## src/rtl/sprite_palette_bank.sv

```systemverilog
// Two-stage palette lookup: BANKS writable RGB palettes, frame-synchronised bank swap,
// transparency flag and a per-frame saturating fade applied to every channel.
module sprite_palette_bank #(
    parameter int                    IDX_W      = 4,
    parameter int                    CH_W       = 4,
    parameter int                    BANKS      = 4,
    parameter logic [IDX_W-1:0]      TRANSP_IDX = '0,
    parameter logic [3*CH_W-1:0]     RST_RGB    = 12'h99F,
    localparam int                   BW         = (BANKS > 1) ? $clog2(BANKS) : 1,
    localparam int                   ENTRIES    = 2 ** IDX_W
) (
    input  logic                Clk,
    input  logic                Reset_n,
    input  logic [IDX_W-1:0]    index,
    input  logic                index_valid,
    input  logic                frame_start,
    input  logic                swap_req,
    input  logic [BW-1:0]       swap_bank,
    input  logic [CH_W-1:0]     fade_in,
    input  logic                wr_en,
    input  logic [BW-1:0]       wr_bank,
    input  logic [IDX_W-1:0]    wr_idx,
    input  logic [3*CH_W-1:0]   wr_rgb,
    output logic [CH_W-1:0]     red,
    output logic [CH_W-1:0]     green,
    output logic [CH_W-1:0]     blue,
    output logic                transparent,
    output logic                out_valid,
    output logic [BW-1:0]       active_bank,
    output logic                swap_pending
);

    localparam logic [0:0] IDLE    = 1'b0;
    localparam logic [0:0] PENDING = 1'b1;

    // Channel minus fade, clamped at zero instead of wrapping.
    function automatic logic [CH_W-1:0] sat_sub(input logic [CH_W-1:0] ch,
                                                input logic [CH_W-1:0] amt);
        logic signed [CH_W:0] diff;
        diff = $signed({1'b0, ch}) - $signed({1'b0, amt});
        return (diff < 0) ? '0 : diff[CH_W-1:0];
    endfunction

    logic [3*CH_W-1:0] pal [BANKS][ENTRIES];

    logic [0:0]        state;
    logic [BW-1:0]     pend_bank;
    logic [CH_W-1:0]   fade;

    logic              vld_p1;
    logic [IDX_W-1:0]  idx_p1;
    logic [3*CH_W-1:0] rgb_p1;

    // Each entry is its own register so reset can restore the whole palette.
    for (genvar b = 0; b < BANKS; b++) begin : g_bank
        for (genvar e = 0; e < ENTRIES; e++) begin : g_entry
            always_ff @(posedge Clk or negedge Reset_n) begin
                if (!Reset_n) begin
                    pal[b][e] <= RST_RGB;
                end else if (wr_en && wr_bank == BW'(b) && wr_idx == IDX_W'(e)) begin
                    pal[b][e] <= wr_rgb;
                end
            end
        end
    end

    // Bank swap control: requests latch until the next frame_start.
    always_ff @(posedge Clk or negedge Reset_n) begin
        if (!Reset_n) begin
            state       <= IDLE;
            pend_bank   <= '0;
            active_bank <= '0;
        end else begin
            case (state)
                IDLE: begin
                    if (swap_req) begin
                        pend_bank <= swap_bank;
                        if (frame_start) begin
                            active_bank <= swap_bank;
                        end else begin
                            state <= PENDING;
                        end
                    end
                end
                PENDING: begin
                    if (swap_req) begin
                        pend_bank <= swap_bank;
                    end
                    if (frame_start) begin
                        active_bank <= swap_req ? swap_bank : pend_bank;
                        state       <= IDLE;
                    end
                end
                default: state <= IDLE;
            endcase
        end
    end

    assign swap_pending = (state == PENDING);

    always_ff @(posedge Clk or negedge Reset_n) begin
        if (!Reset_n) begin
            fade <= '0;
        end else if (frame_start) begin
            fade <= fade_in;
        end
    end

    // Stage 1: capture index and read the bank active at this edge.
    always_ff @(posedge Clk or negedge Reset_n) begin
        if (!Reset_n) begin
            vld_p1 <= 1'b0;
            idx_p1 <= '0;
            rgb_p1 <= '0;
        end else begin
            vld_p1 <= index_valid;
            idx_p1 <= index;
            rgb_p1 <= pal[active_bank][index];
        end
    end

    // Stage 2: fade and transparency; colour holds across invalid slots.
    always_ff @(posedge Clk or negedge Reset_n) begin
        if (!Reset_n) begin
            red         <= '0;
            green       <= '0;
            blue        <= '0;
            transparent <= 1'b0;
            out_valid   <= 1'b0;
        end else begin
            out_valid <= vld_p1;
            if (vld_p1) begin
                red         <= sat_sub(rgb_p1[3*CH_W-1:2*CH_W], fade);
                green       <= sat_sub(rgb_p1[2*CH_W-1:CH_W], fade);
                blue        <= sat_sub(rgb_p1[CH_W-1:0], fade);
                transparent <= (idx_p1 == TRANSP_IDX);
            end
        end
    end

endmodule

```

## config.mk

```make
export PLATFORM = sky130hd
export DESIGN_NAME = sprite_palette_bank
export DESIGN_NICKNAME = d
export VERILOG_FILES = /design/src/rtl/sprite_palette_bank.sv
export SDC_FILE = /design/constraint.sdc
export NUM_CORES = 1
export LEC_CHECK = 0
export CAP_MARGIN = 25
export CORE_MARGIN = 2
export CORE_UTILIZATION = 63
export DETAILED_ROUTE_END_ITERATION = 12
export MAX_ROUTING_LAYER = met4
export PLACE_DENSITY = 0.8
export SLEW_MARGIN = 0
export SYNTH_ARGS = -nofsm -noshare
export SYNTH_HDL_FRONTEND = slang
export SYNTH_SLANG_ARGS = --single-unit
```

## constraint.sdc

```tcl
create_clock -name Clk -period 2.6 [get_ports Clk]
set_input_delay 0.65 -clock Clk [delete_from_list [all_inputs] [get_ports Clk]]
set_output_delay 0.65 -clock Clk [all_outputs]
set_load 0.01 [all_outputs]
```

==> results of run 1 <==
## sequential cells by signal (all words and copies together) (netlist names)
signal and count:
vld_p1 1, blue 4, transparent 1, idx_p1 4, active_bank 2, out_valid 1, swap_pending 1, red 4
rgb_p1 12, green 4, pend_bank 2, fade 4, pal 768
## timing repair
action / CTS / global route
resized for setup: 2 / 6
endpoints found under the setup margin: 2 / 5
setup buffers: 3 / 0
cloned: 1 / 0
hold buffers: 0 / 0
## worst min path at each step
stage,start,end,slack (ns)
final,Reset_n,pal[766],0.01
after global routing,Reset_n,pal[766],0.02
after CTS,Reset_n,pal[766],0.02
after detailed placement,pal[237],pal[237],0.49
after global placement,pend_bank[1],pend_bank[1],0.48
after floorplan,Reset_n,active_bank[0],0.35
## worst max-delay path, delay by kind of cell (launching register included)
family / cells / cell delay (ns)
buffers and inverters: 3 / 0.54
DFF: 1 / 0.55
muxes: 2 / 0.99
AOI/OAI and AO/OA: 3 / 0.39
## cells in the final DEF (no fill, tap or decap), types with 8 or more instances in the layout
master | synthesis | final
inv_1 | 27 | 27
a22oi_1 | 10 | 10
dfrtp_1 | 296 | 294
mux2_2 | 771 | 771
clkbuf_16 | 0 | 86
buf_12 | 0 | 72
nor2b_1 | 16 | 16
o22ai_1 | 15 | 15
mux4_2 | 202 | 202
o221ai_1 | 15 | 15
mux2i_1 | 42 | 37
nand2_1 | 59 | 59
dfstp_2 | 512 | 512
buf_2 | 55 | 13
clkdlybuf4s50_1 | 0 | 35
buf_4 | 13 | 150
ha_1 | 12 | 12
clkbuf_8 | 0 | 22
o21ai_0 | 8 | 8
clkbuf_1 | 125 | 23
nor2_1 | 38 | 38
a211oi_1 | 11 | 11
a21o_1 | 10 | 10
clkinv_2 | 0 | 13
## stage by stage
stage	worst slack, ns	cell area, sq um	cells	setup TNS [ns]	hold WS [ns]
6_report	-0.0101	43300	3336	-0.0141	0.0103
5_1_grt	0.00422	43300	3335	0	0.0232
4_1_cts	0.0450	43300	3331	0	0.0152
3_5_place_dp	-0.235	40400	3172	-9.47	0.487
3_3_place_gp	-0.191	40400	3172	-6.66	0.480
2_1_floorplan	0.408	37400	2346	0	0.354
## power groups by stage
stage	Combinational (mW)	Clock, mW	Sequential, mW
6_report	5.96	12.4	15.9
5_1_grt	6.31	13.1	16.1
4_1_cts	5.95	12.5	15.9
3_5_place_dp	5.85	0	16.1
3_3_place_gp	5.66	0	15.9
2_1_floorplan	3.87	0	15.7
## cells by family after synthesis
kind of cell               count (synthesis)
and+or+nand+nor                          147
buffers and inverters                    246
adders and majority gates                 15
DFF                                      808
muxes                                   1018
AOI/OAI and AO/OA                        106
xor gates and xnor gates                   6
## layout make-up
| type | instances | area [sq um] |
|---|---|---|
| Clock inverter | 24 | 333 |
| Clock buffer | 131 | 2540 |
| Fill cell | 3379 | 15500 |
| Tap cell | 773 | 967 |
| Multi-Input combinational cell | 1292 | 15400 |
| Sequential cell | 808 | 20900 |
| Antenna cell | 6 | 15.0 |
| Inverter | 27 | 101 |
| Timing Repair Buffer | 275 | 3100 |
## synthesized netlist by cell type, drive strengths merged (2+ instances only)
cell type  count  area share [%]
nor3           6           0.080
a21o          10            0.20
nand2         59            0.59
nor4           2           0.033
fa             3            0.16
o221ai        15            0.35
nor2b         16            0.27
and2           2           0.033
a22oi         10            0.20
nand2b         7            0.12
mux2i         42             1.1
mux2         774              23
o21a           3           0.060
nand3b         2           0.040
dfrtp        296              20
a221oi         3           0.070
a22o           6            0.14
a21oi          7           0.094
inv           27            0.27
dfstp        512              36
xor2           6            0.14
ha            12            0.40
clkbuf       125             1.3
o22ai         15            0.25
o32ai          7            0.16
buf           94             1.5
nor2          38            0.38
nand3          3           0.040
or2            7            0.12
mux4         202              12
a211oi        11            0.22
o21ai         14            0.19
## routing by layer
metal	share of wire, %	track usage, %	vias up
met4	3.2	11.0	0
met3	6.6	6.55	192
met2	49	50.4	692
met1	42	43.7	11725
li1	-	-	9011
met5	0	-	-
==> results.sh, run 1 <==
export IMPL_path_class="reg2reg"
export IMPL_ant_nets=0
export IMPL_clock_skew_ns=0.0235
export IMPL_rsz0062_at_grt="false"
export IMPL_r2r_slack_ns=-0.01
export IMPL_synth_ff_type="dfstp_2"
export IMPL_synth_area_sq_mm=0.0374
export IMPL_dp_hpwl_mm=59.7
export IMPL_first_global_vias=23287
export IMPL_hold_path_class="in2async"
export IMPL_path_cells="buf_12, buf_12, mux4_2, mux2i_2, a22oi_1, buf_4, o221ai_1, o32ai_1"
export IMPL_finalHoldViolCount=0
export IMPL_synthAdderAreaFrac_pct=0.562
export IMPL_start_util_pct=63.6
export IMPL_p_sw_mw=8.60
export IMPL_drc=0
export IMPL_insertion_delay_ns=0.63
export IMPL_p_total_mw=34.3
export IMPL_pwr_density_cell_mw_per_mm2=791
export IMPL_critPathMaxFanout=12
export IMPL_cpMostUsedCell="buf_12"
export IMPL_worst_pin_slew_ns=0.808
export IMPL_drv_slew=0
export IMPL_path_clk_slew_ns=0.06
export IMPL_async_flop_share_pct=100
export IMPL_io_pins=51
export IMPL_crit_path_end_kind="register"
export IMPL_internal_power_mw=25.7
export IMPL_seqPwrFrac_pct=46.5
export IMPL_mappedNetlistNets=2395
export IMPL_vias_per_cell=6.48
export IMPL_synth_xor_xnor_area_share_pct=0.141
export IMPL_row_count=89
export IMPL_r2r_cells=8
export IMPL_nets=2536
export IMPL_crit_end="rgb_p1[11]"
export IMPL_layout_drive_gt1_share_pct=73.3
export IMPL_antenna_found_initial=6
export IMPL_yosysUniqueCellTypes=47
export IMPL_synth_simple_gate_area_share_pct=1.80
export IMPL_grt_start_max_net_pins=80
export IMPL_post_route_min_period_ns=2.61
export IMPL_p_comb_share_pct=17.4
export IMPL_io_buffers=50
export IMPL_cp_start_kind="register"
export IMPL_fp_dieH_um=248
export IMPL_cts_htree_levels=3
export IMPL_critPathArrivalTime_ns=3.12
export IMPL_yosysWarnings=0
export IMPL_die_x_um=248
export IMPL_rr_startpoint="active_bank[0]"
export IMPL_totalWireLength_mm=93.0
export IMPL_synth_compound_area_share_pct=2.07
export IMPL_power_share_clock_pct=36.1
export IMPL_routabilityCongestion=1.01
export IMPL_status="finished with violations"
export IMPL_setup_viol=2
export IMPL_worst_slack_ns=-0.0101
export IMPL_cts_root_buffer="clkbuf_16"
export IMPL_vdd_drop_max_mv=0.596
export IMPL_wl_per_cell_um=27.9
export IMPL_ys_seq_elements=808
export IMPL_numCtsBuffers=83
export IMPL_area_delta_synth_final_pct=16.0
export IMPL_max_clock_path_buffers=3
export IMPL_r2r_end="rgb_p1[11]"
export IMPL_critPathRequiredTime_ns=3.11
export IMPL_synth_top_family_by_area="multiplexers"
export IMPL_die_area_sq_mm=0.0613
export IMPL_max_slew_margin_pct=46.1
export IMPL_cpPeakStageDelay_ns=0.56
export IMPL_drt_pass1_iterations=6
export IMPL_syn_instance_count=2346
export IMPL_tritoncts="done"
export IMPL_violations="negative setup slack"
export IMPL_dr_first_iter_drc_count=1710
export IMPL_grt_use_total_pct=32.6
export IMPL_syn_area_per_cell_sq_um=15.9
export IMPL_cp_startpoint="active_bank[0]"
export IMPL_num_vias=21620
export IMPL_muxShareOfSynthArea_pct=36.6
export IMPL_synth_enable_flop_cells=0
export IMPL_core_sq_mm=0.0588
export IMPL_gr_total_overflow=0
export IMPL_grt_pass1_wl_mm=144
export IMPL_leakagePower_nw=18.5
export IMPL_crit_path_top_delay_cell="mux4_2"
export IMPL_maxCapViolations=0
export IMPL_fin_util_pct=73.7
export IMPL_max_freq_mhz=383
export IMPL_swShare_pct=25.1
export IMPL_seq_area_frac_synth_pct=55.8
export IMPL_fin_crit_sh_pct=100
export IMPL_cts_sinks=808
Note: power is estimated with default switching activity, not from simulation.
==> run 2, diff against run 1 <==
--- a/config.mk
+++ b/config.mk
@@ -6,7 +6,6 @@
 export NUM_CORES = 1
 export LEC_CHECK = 0
 export CAP_MARGIN = 25
-export CORE_MARGIN = 2
 export CORE_UTILIZATION = 63
 export DETAILED_ROUTE_END_ITERATION = 12
 export MAX_ROUTING_LAYER = met4
==> run 2 against run 1 <==
Net effect:
- the run now ends clean
- first-iteration DRC count rose by 0.23%
- setup slack improved by 0.035 ns
- critical path depth did not move
- sequential power barely moved
- non-clock buffer count rose by 22
- power fell by 0.87%
- largest power group unchanged
==> results.sh, run 2 (same netlist as run 1, synthesis figures left out) <==
export IMPL_wl_met3_mm=6.72
export IMPL_grt_use_total_pct=33.5
export IMPL_fin_crit_sh_pct=99.0
export IMPL_r2r_slack_ns=0.02
export IMPL_clock_skew_ns=0.0188
export IMPL_r2r_cells=8
export IMPL_whs_ns=0.388
export IMPL_ant_nets=0
export IMPL_grt_start_max_net_pins=90
export IMPL_crit_end="rgb_p1[6]"
export IMPL_fp_dieH_um=246
export IMPL_p_sw_mw=8.58
export IMPL_totalWireLength_mm=94.8
export IMPL_drt_pass1_iterations=5
export IMPL_setup_viol=0
export IMPL_rsz0062_at_grt="false"
export IMPL_max_freq_mhz=388
export IMPL_cp_depth=8
export IMPL_critPathMaxFanout=22
export IMPL_crit_path_top_delay_cell="mux4_2"
export IMPL_cpPeakStageDelay_ns=0.57
export IMPL_path_class="reg2reg"
export IMPL_cpLargestDelayFamily="multiplexers"
export IMPL_io_pins=51
export IMPL_cts_sinks=808
export IMPL_max_slew_margin_pct=55.9
export IMPL_r2r_end="rgb_p1[6]"
export IMPL_numCtsBuffers=83
export IMPL_gr_total_overflow=0
export IMPL_io_buffers=50
export IMPL_vias_per_cell=6.50
export IMPL_dp_hpwl_mm=61.6
export IMPL_fillerInstances=3374
export IMPL_routabilityCongestion=0.964
export IMPL_insertion_delay_ns=0.62
export IMPL_dr_first_iter_drc_count=1714
export IMPL_first_global_vias=23643
export IMPL_finalNonFillerCells=3349
export IMPL_antenna_found_initial=7
export IMPL_pwr_density_cell_mw_per_mm2=783
export IMPL_nets=2558
export IMPL_seqPwrFrac_pct=46.9
export IMPL_place_inst=3181
export IMPL_vdd_drop_max_mv=0.573
export IMPL_finalHoldViolCount=0
export IMPL_path_clk_slew_ns=0.06
export IMPL_start_util_pct=64.3
export IMPL_layout_drive_gt1_share_pct=73.6
export IMPL_swShare_pct=25.3
export IMPL_cp_start_kind="register"
export IMPL_status="completed"
export IMPL_rr_startpoint="active_bank[0]"
export IMPL_largest_register="pal"
export IMPL_hold_path_class="in2reg"
export IMPL_worst_pin_slew_ns=0.662
export IMPL_cpMostUsedCell="buf_12"
export IMPL_crit_path_end_kind="register"
export IMPL_cp_startpoint="active_bank[0]"
export IMPL_path_buf_inv=3
export IMPL_critPathArrivalTime_ns=3.06
export IMPL_max_clock_path_buffers=3
export IMPL_leakagePower_nw=18.6
export IMPL_p_comb_share_pct=17.8
export IMPL_drv_slew=0
export IMPL_dr_wl_met2_mm=46.3
export IMPL_maxCapViolations=0
export IMPL_num_vias=21761
export IMPL_power_share_clock_pct=35.3
export IMPL_grt_pass1_wl_mm=146
export IMPL_wl_per_cell_um=28.3
export IMPL_maxUsedRoutingLayer="met4"
export IMPL_internal_power_mw=25.4
export IMPL_largest_reg_flops=768
export IMPL_wl_met1_mm=38.9
export IMPL_cts_root_buffer="clkbuf_16"
export IMPL_path_cells="buf_12, buf_12, mux4_2, mux2i_2, a22oi_1, buf_4, o221ai_1, o31ai_1"
export IMPL_critPathRequiredTime_ns=3.08
export IMPL_core_sq_mm=0.0581
export IMPL_post_route_min_period_ns=2.58
export IMPL_row_count=88
export IMPL_reg_top3="pal x768, rgb_p1 x12"
export IMPL_cts_htree_levels=3
export IMPL_p_total_mw=34.0
export IMPL_tritoncts="done"
export IMPL_final_common_cell="mux2_2"
export IMPL_area_delta_synth_final_pct=16.0
export IMPL_die_area_sq_mm=0.0603
export IMPL_die_x_um=246
export IMPL_final_cell_mix="mux2_2, dfstp_2, dfrtp_1, mux4_2, buf_4"
export IMPL_fin_util_pct=74.6
export IMPL_drc=0
==> run 2: cell type report <==
type	instances	area (sq um)	area share (%)
antenna	6	15.0	0.0346
clock buffer	139	2690	6.19
clock inverter	15	109	0.251
inverter	27	101	0.234
multi-input combinational	1292	15400	35.6
sequential	808	20900	48.1
tap	765	957	2.21
timing repair buffer	297	3170	7.32
==> run 2: timing repair <==
item / in CTS / in global routing
endpoints found under the hold margin: 20 / 0
hold buffers: 1 / 0
buffers inserted: 2 / 4
endpoints found under the setup margin: 5 / 8
resized for setup: 7 / 5
cloned: 0 / 1
==> run 2: worst min path at each step <==
stage,to,depth (start not counted),start
floorplan,active_bank[0],0,Reset_n
global placement,pal[274],1,pal[274]
detailed placement,pal[322],1,pal[322]
CTS,idx_p1[0],1,index[0]
global route,idx_p1[0],1,index[0]
finish,idx_p1[0],1,index[0]
==> run 2: per-layer routing <==
layer / GRT usage [%] / vias up
li1: - / 9014
met1: 44.8 / 11870
met2: 52.3 / 699
met3: 6.96 / 178
met4: 10.0 / 0
met5: - / -
==> run 2: through the flow <==
stage	setup WS (ns)	setup TNS (ns)	cell area, sq um
after floorplan	0.408	0	37400
after global placement	-0.266	-10.54	40400
after detailed placement	-0.302	-17.01	40400
after CTS	0.0128	0	43200
after global routing	0.0262	0	43400
final	0.0248	0	43400
==> run 2: power by group through the flow <==
stage,registers [mW],clock network [mW],logic (mW)
final,15.9,12.0,6.04
after CTS,15.9,12.2,5.96
after floorplan,15.7,0,3.87
after detailed placement,16.1,0,5.86
after global placement,15.9,0,5.67
after global routing,16.1,12.7,6.38
